File: src/rtl/exception_spr_unit_if.sv
// SPR read/write port between the core and the exception SPR unit.
// The master drives the strobes and address; the slave returns registered read data.
interface exception_spr_unit_if;
    logic        sprWe;
    logic        sprRe;
    logic [15:0] sprAddress;
    logic [31:0] sprDataIn;
    logic [31:0] sprDataOut;
    logic        sprReadValid;

    modport master (
        output sprWe, sprRe, sprAddress, sprDataIn,
        input  sprDataOut, sprReadValid
    );

    modport slave (
        input  sprWe, sprRe, sprAddress, sprDataIn,
        output sprDataOut, sprReadValid
    );
endinterface

File: src/rtl/exception_spr_unit.sv
// Exception special-purpose registers (SR, ESR0, EPCR0, EEAR0, reason) with entry/exit
// handling, nesting depth tracking and a one-cycle-latency SPR read/write port.
module exception_spr_unit #(
    parameter int unsigned MAX_DEPTH = 4,
    parameter logic [31:0] SR_RESET  = 32'h00008001
) (
    input  logic                    clock,
    input  logic                    reset,
    input  logic                    stall,
    input  logic                    exceptionTaken,
    input  logic                    exceptionFinished,
    input  logic [31:0]             epcrNext,
    input  logic [31:0]             eearNext,
    input  logic [13:0]             exceptionReason,
    input  logic                    isDelaySlotIsn,
    exception_spr_unit_if.slave     spr,
    input  logic                    flagWe,
    input  logic                    flagIn,
    input  logic                    carryWe,
    input  logic                    carryIn,
    input  logic                    overflowWe,
    input  logic                    overflowIn,
    output logic [31:0]             supervisionRegister,
    output logic [31:0]             exceptionPcRegister,
    output logic [31:0]             exceptionEffectiveAddressRegister,
    output logic [31:0]             exceptionSrRegister,
    output logic [3:0]              exceptionDepth,
    output logic                    nestedException
);

    localparam logic [31:0] FoMask     = 32'h00008000;
    localparam logic [15:0] AddrSr     = 16'h0011;
    localparam logic [15:0] AddrEpcr   = 16'h0020;
    localparam logic [15:0] AddrEear   = 16'h0030;
    localparam logic [15:0] AddrEsr    = 16'h0040;
    localparam logic [15:0] AddrReason = 16'h0050;

    logic [31:0] srQ, srD;
    logic [31:0] esrQ, esrD;
    logic [31:0] epcrQ, epcrD;
    logic [31:0] eearQ, eearD;
    logic [13:0] reasonQ, reasonD;
    logic [3:0]  depthQ, depthD;
    logic [31:0] dataOutQ;
    logic        readValidQ;

    logic [31:0] srFlagged;
    logic [31:0] readData;
    logic        writeAllowed;

    always_comb begin
        srFlagged = srQ;
        if (flagWe)     srFlagged[9]  = flagIn;
        if (carryWe)    srFlagged[10] = carryIn;
        if (overflowWe) srFlagged[11] = overflowIn;
    end

    // Reads always see the register contents from before this cycle's update.
    always_comb begin
        readData = 32'h0;
        case (spr.sprAddress)
            AddrSr:     readData = srQ;
            AddrEpcr:   readData = epcrQ;
            AddrEear:   readData = eearQ;
            AddrEsr:    readData = esrQ;
            AddrReason: readData = {18'h0, reasonQ};
            default:    readData = 32'h0;
        endcase
    end

    assign writeAllowed = spr.sprWe && srQ[0];

    always_comb begin
        srD     = srQ;
        esrD    = esrQ;
        epcrD   = epcrQ;
        eearD   = eearQ;
        reasonD = reasonQ;
        depthD  = depthQ;
        if (exceptionTaken) begin
            esrD     = srFlagged;
            srD      = srFlagged | FoMask;
            srD[0]   = 1'b1;
            srD[1]   = 1'b0;
            srD[2]   = 1'b0;
            srD[13]  = isDelaySlotIsn;
            epcrD    = epcrNext;
            eearD    = eearNext;
            reasonD  = exceptionReason;
            depthD   = (depthQ == 4'hF) ? 4'hF : depthQ + 4'h1;
        end else if (exceptionFinished) begin
            srD    = esrQ | FoMask;
            depthD = (depthQ == 4'h0) ? 4'h0 : depthQ - 4'h1;
        end else begin
            // Flag updates apply unless an SR write overrides them below.
            srD = srFlagged;
            if (writeAllowed) begin
                case (spr.sprAddress)
                    AddrSr:   srD   = spr.sprDataIn | FoMask;
                    AddrEpcr: epcrD = spr.sprDataIn;
                    AddrEear: eearD = spr.sprDataIn;
                    AddrEsr:  esrD  = spr.sprDataIn;
                    default:  ;
                endcase
            end
        end
    end

    always_ff @(posedge clock or negedge reset) begin
        if (!reset) begin
            srQ        <= SR_RESET | FoMask;
            esrQ       <= 32'h0;
            epcrQ      <= 32'h0;
            eearQ      <= 32'h0;
            reasonQ    <= 14'h0;
            depthQ     <= 4'h0;
            dataOutQ   <= 32'h0;
            readValidQ <= 1'b0;
        end else if (stall) begin
            readValidQ <= 1'b0;
        end else begin
            srQ        <= srD;
            esrQ       <= esrD;
            epcrQ      <= epcrD;
            eearQ      <= eearD;
            reasonQ    <= reasonD;
            depthQ     <= depthD;
            readValidQ <= spr.sprRe;
            if (spr.sprRe) dataOutQ <= readData;
        end
    end

    assign spr.sprDataOut                    = dataOutQ;
    assign spr.sprReadValid                  = readValidQ;
    assign supervisionRegister               = srQ;
    assign exceptionPcRegister               = epcrQ;
    assign exceptionEffectiveAddressRegister = eearQ;
    assign exceptionSrRegister               = esrQ;
    assign exceptionDepth                    = depthQ;
    assign nestedException                   = 32'(depthQ) >= MAX_DEPTH;

endmodule
File: src/flat_wrapper.sv
// flat-port wrapper written by rule: the top's interface ports become plain ports
module exception_spr_unit_flat 
#(
    parameter int unsigned MAX_DEPTH = 4,
    parameter logic [31:0] SR_RESET  = 32'h00008001
)
  (clock, reset, stall, exceptionTaken, exceptionFinished, epcrNext, eearNext, exceptionReason, isDelaySlotIsn, flagWe, flagIn, carryWe, carryIn, overflowWe, overflowIn, supervisionRegister, exceptionPcRegister, exceptionEffectiveAddressRegister, exceptionSrRegister, exceptionDepth, nestedException, spr_sprWe, spr_sprRe, spr_sprAddress, spr_sprDataIn, spr_sprDataOut, spr_sprReadValid);
  exception_spr_unit_if spr_i ();
  input  logic clock;
  input  logic reset;
  input  logic stall;
  input  logic exceptionTaken;
  input  logic exceptionFinished;
  input  logic [31:0] epcrNext;
  input  logic [31:0] eearNext;
  input  logic [13:0] exceptionReason;
  input  logic isDelaySlotIsn;
  input  logic flagWe;
  input  logic flagIn;
  input  logic carryWe;
  input  logic carryIn;
  input  logic overflowWe;
  input  logic overflowIn;
  output logic [31:0] supervisionRegister;
  output logic [31:0] exceptionPcRegister;
  output logic [31:0] exceptionEffectiveAddressRegister;
  output logic [31:0] exceptionSrRegister;
  output logic [3:0] exceptionDepth;
  output logic nestedException;
  input wire logic [$bits(spr_i.sprWe)-1:0] spr_sprWe;
  input wire logic [$bits(spr_i.sprRe)-1:0] spr_sprRe;
  input wire logic [$bits(spr_i.sprAddress)-1:0] spr_sprAddress;
  input wire logic [$bits(spr_i.sprDataIn)-1:0] spr_sprDataIn;
  output wire logic [$bits(spr_i.sprDataOut)-1:0] spr_sprDataOut;
  output wire logic [$bits(spr_i.sprReadValid)-1:0] spr_sprReadValid;
  assign spr_i.sprWe = spr_sprWe;
  assign spr_i.sprRe = spr_sprRe;
  assign spr_i.sprAddress = spr_sprAddress;
  assign spr_i.sprDataIn = spr_sprDataIn;
  assign spr_sprDataOut = spr_i.sprDataOut;
  assign spr_sprReadValid = spr_i.sprReadValid;
  exception_spr_unit #(.MAX_DEPTH(MAX_DEPTH), .SR_RESET(SR_RESET)) u_core (.clock(clock), .reset(reset), .stall(stall), .exceptionTaken(exceptionTaken), .exceptionFinished(exceptionFinished), .epcrNext(epcrNext), .eearNext(eearNext), .exceptionReason(exceptionReason), .isDelaySlotIsn(isDelaySlotIsn), .spr(spr_i), .flagWe(flagWe), .flagIn(flagIn), .carryWe(carryWe), .carryIn(carryIn), .overflowWe(overflowWe), .overflowIn(overflowIn), .supervisionRegister(supervisionRegister), .exceptionPcRegister(exceptionPcRegister), .exceptionEffectiveAddressRegister(exceptionEffectiveAddressRegister), .exceptionSrRegister(exceptionSrRegister), .exceptionDepth(exceptionDepth), .nestedException(nestedException));
endmodule
File: config.mk
export PLATFORM = sky130hd
export DESIGN_NAME = exception_spr_unit_flat
export DESIGN_NICKNAME = d
export VERILOG_FILES = /design/src/rtl/exception_spr_unit_if.sv /design/src/rtl/exception_spr_unit.sv /design/src/flat_wrapper.sv
export SDC_FILE = /design/constraint.sdc
export NUM_CORES = 1
export LEC_CHECK = 0
export CORE_MARGIN = 2
export CORE_UTILIZATION = 45
export CTS_BUF_LIST = sky130_fd_sc_hd__clkbuf_16
export CTS_CLUSTER_SIZE = 30
export DETAILED_ROUTE_END_ITERATION = 10
export GPL_TIMING_DRIVEN = 1
export PLACE_DENSITY = 0.87
export SYNTH_ARGS = -nofsm -noshare
export SYNTH_HDL_FRONTEND = slang
export SYNTH_SLANG_ARGS = --single-unit
File: constraint.sdc
create_clock -name clock -period 5.8 [get_ports clock]
set_clock_uncertainty 0.05 [all_clocks]
set_input_delay 1.74 -clock clock [delete_from_list [all_inputs] [get_ports clock]]
set_output_delay 1.74 -clock clock [all_outputs]
set_load 0.01 [all_outputs]
==> Flow_metrics.wiki <==
{| class="wikitable"
! Metric !! Value
|-
| Outcome || completed
|-
| Flip-flop and latch count after synthesis || 179
|-
| Leading cell type in the layout, fill and taps excluded || sky130_fd_sc_hd__clkdlybuf4s50_1
|-
| Syn avg cell area || 9.21 um^2
|-
| Slew @ Worst Pin || about 1200 ps
|-
| Relative slew slack || 19.9%
|-
| Cell family with the largest share of critical-path delay || simple AND/OR/NAND/NOR gates
|-
| Clock-pin slew of the registers on the worst-case setup and hold paths || ~70 ps
|-
| Post-CTS setup buffer count || 0
|-
| Die boundary height || 145 um
|-
| Final period util || between 70 and 80%
|-
| Wire length of the first global-routing pass || 54,600 um
|-
| CP max FO || 16
|-
| Sequential element share of the synthesized area || 50.0%
|-
| TritonCTS clock tree || built
|-
| Number of distinct library cells after synthesis || 56
|-
| Combined area of the multi-input logic cells || approximately 4200 um^2
|-
| Series of cell instances along the critical path || clkdlybuf4s50_1 > or4_4 > or4_1 > o31ai_4 > buf_4 > nor2_1 > a21oi_1
|-
| Vias per inst || 6.49
|-
| Count of flip-flops with a built-in enable after synthesis || 0
|-
| Setup_tns || 0 ps
|-
| Clock tree buffer depth || 2
|-
| Total routed wirelength || 35,100 um
|-
| Synth Cell Area || 8950 um^2
|-
| Async SR Flop Fraction || 100%
|-
| Antenna violations before repair || 1
|-
| Leftover overflow at the end of global routing || 0
|-
| Reg area || around 4500 um^2
|-
| # setup viols final || 0
|-
| Slew Viols, Final || 0
|-
| DRC marker count from the first detailed-route iteration || 1,173
|-
| Endpoint required time on the critical path || 6090 ps
|-
| Top-level port count || 306
|-
| Number of gates resized after cts || 0
|-
| HPWL after detailed placement || 23,800 um
|-
| Largest net degree at the start of global routing || 92
|-
| Number of buffers inserted by port buffering || between 300 and 400
|-
| Die footprint || between 20,000 and 25,000 um^2
|-
| Fill cell total of the finished layout || 1,595
|-
| Number of warnings reported in the yosys synthesis log || 0
|-
| Delay of the slowest critical-path stage || approximately 810 ps
|-
| Die extent in x || 145 um
|-
| Most common flop cell mapped by yosys || sky130_fd_sc_hd__dfrtp_1
|-
| Critical path startpoint category || input port
|-
| Final net count || 1,375
|-
| Hold buffer count at CTS || 0
|-
| Number of instances in the synthesized netlist || roughly 1,000
|-
| Core area || 19,500 um^2
|-
| Hold violation count in the final report || 0
|-
| Min Clock Period, post-route || 4600 ps
|-
| Post-route DRC || 0
|-
| Library cell used as clock root buffer || sky130_fd_sc_hd__clkbuf_16
|-
| Critical Path End Type || register
|-
| Number of H-tree levels || 4
|-
| Worst IR Drop VDD || between 0.2 and 0.25 mV
|-
| Final weighted congestion in routability-driven placement || 0.921
|-
| Number of nets in the synthesized netlist || 1,114
|-
| Classification of the worst-slack hold path || register to register
|-
| Fraction of final layout cells sized beyond drive strength 1 || 6.42%
|-
| Number of sinks driven by the clock tree || 179
|-
| Routed length per instance || 23.2 um
|-
| Inserted Diodes || 0
|-
| Count of vias placed by the detailed router || 9,813
|-
| RSZ-0062 raised after global routing || no
|-
| Cell leakage power || approximately 5.2 nW
|-
| WP data arrival || ~4900 ps
|-
| Reg-to-reg setup timing slack || 2530 ps
|-
| Commonest non-fill, non-tap cells in the layout || sky130_fd_sc_hd__clkdlybuf4s50_1, sky130_fd_sc_hd__dfrtp_1, sky130_fd_sc_hd__nand2_1
|-
| TritonCTS Buffers || 17
|-
| Site row count || approximately 50
|-
| Post-route ant nets || 0
|-
| MaxCap Viol Count || 0
|-
| Crit Path Class || input port to register
|-
| Initial core utilization || 45.9%
|-
| Crit path buf inv count || 2
|-
| Worst Hold Margin || 434 ps
|-
| Area grow syn2layout || 43.5%
|-
| Number of global-route vias before repair || 9,676
|-
| Worst-Skew Late Latency || ~430 ps
|-
| TritonRoute pass-1 iters || 6
|-
| Maximum operating frequency || 217 MHz
|-
| All-layer global routing usage || 32.5%
|-
| Total power per unit cell area || between 200 and 300 nW/um^2
|-
| Worst-path cell with the longest stage delay || sky130_fd_sc_hd__or4_1
|}
-- layout make-up --
cell class                      instances  area share, %
Clock buffer                           17           3.31
Timing Repair Buffer                  326           25.0
Multi-Input combinational cell        699           32.3
Tap cell                              265           2.58
Inverter                               10          0.292
Clock inverter                         15           1.57
Sequential cell                       179           34.9
-- per-stage QoR --
stage	worst slack (ps)	cells	power (mW)	area [um^2]	utilization, %
after floorplan	2030	972	1.98	8950	-
after global placement	936	1479	2.53	12200	62.6
after detailed placement	839	1479	2.55	12200	62.6
after CTS	1240	1511	3.79	12800	65.8
after global routing	1050	1511	3.94	12800	65.8
final	1200	1511	3.80	12800	65.8
-- tightest hold or removal path: cells and delay by family, from the launching register on --
kind	cells	cell delay, ps
and+or+nand+nor	2	110
DFF	1	350
-- Yosys cell counts (4+ instances only) --
cell type	instances	area share, %
sky130_fd_sc_hd__a221oi_1	17	1.7
sky130_fd_sc_hd__buf_1	9	0.38
sky130_fd_sc_hd__a21oi_1	48	2.7
sky130_fd_sc_hd__o22ai_1	76	5.3
sky130_fd_sc_hd__nand2_1	123	5.2
sky130_fd_sc_hd__a2bb2oi_1	17	1.7
sky130_fd_sc_hd__inv_1	8	0.34
sky130_fd_sc_hd__o21ai_1	21	1.2
sky130_fd_sc_hd__clkbuf_1	64	2.7
sky130_fd_sc_hd__nand3_1	15	0.84
sky130_fd_sc_hd__a22o_1	17	1.7
sky130_fd_sc_hd__nor2b_1	4	0.28
sky130_fd_sc_hd__or4_1	4	0.34
sky130_fd_sc_hd__nor2_1	107	4.5
sky130_fd_sc_hd__a22oi_1	102	8.6
sky130_fd_sc_hd__nor3_1	27	1.5
sky130_fd_sc_hd__mux2i_1	10	1.1
sky130_fd_sc_hd__dfrtp_1	177	49
sky130_fd_sc_hd__o22a_1	21	2.1
sky130_fd_sc_hd__buf_2	8	0.45
sky130_fd_sc_hd__o21ai_0	37	2.1
sky130_fd_sc_hd__nor4_1	5	0.35
-- where the power goes --
group	leakage, nW	internal, mW	switching (mW)	total (mW)
logic	2.70	0.520	0.424	0.943
clock network	0.308	0.728	0.519	1.25
registers	2.18	1.40	0.201	1.61
-- final timing paths --
path | start | endpoint | cells after the start
setup / recovery | spr_sprAddress[8] | u_core.exceptionSrRegister[16] | 7
hold / removal | u_core.reasonQ[1] | u_core.reasonQ[1] | 2
setup reg to reg | u_core.supervisionRegister[0] | u_core.exceptionSrRegister[16] | 6
hold reg to reg | u_core.reasonQ[1] | u_core.reasonQ[1] | 2
max in group asynchronous | reset | u_core.exceptionSrRegister[18] | 2
min in group asynchronous | reset | u_core.exceptionEffectiveAddressRegister[8] | 1
-- registers in the layout, summed over array words and instances, names as in the netlist --
register                                  cells
u_core.spr.sprReadValid                       1
u_core.exceptionDepth                         4
u_core.exceptionEffectiveAddressRegister     32
u_core.exceptionSrRegister                   32
u_core.supervisionRegister                   32
u_core.spr.sprDataOut                        32
u_core.reasonQ                               14
u_core.exceptionPcRegister                   32
-- cell families after synthesis --
| group | count (synthesis) | synth area share [%] |
|---|---|---|
| adders and majority gates | 2 | 0.279 |
| muxes | 11 | 1.24 |
| DFF | 179 | 50.0 |
| buffers and inverters | 94 | 4.18 |
| and+or+nand+nor | 307 | 14.9 |
| AOI/OAI and AO/OA | 379 | 29.3 |
-- layer usage --
layer	vias to the layer above	share of wire [%]	global-route usage (%)
li1	4168	-	-
met1	4750	37	42.3
met2	764	48	53.4
met3	129	11	6.54
met4	2	3.8	13.1
met5	-	0.029	0
Power figures use the tool's default switching activity.
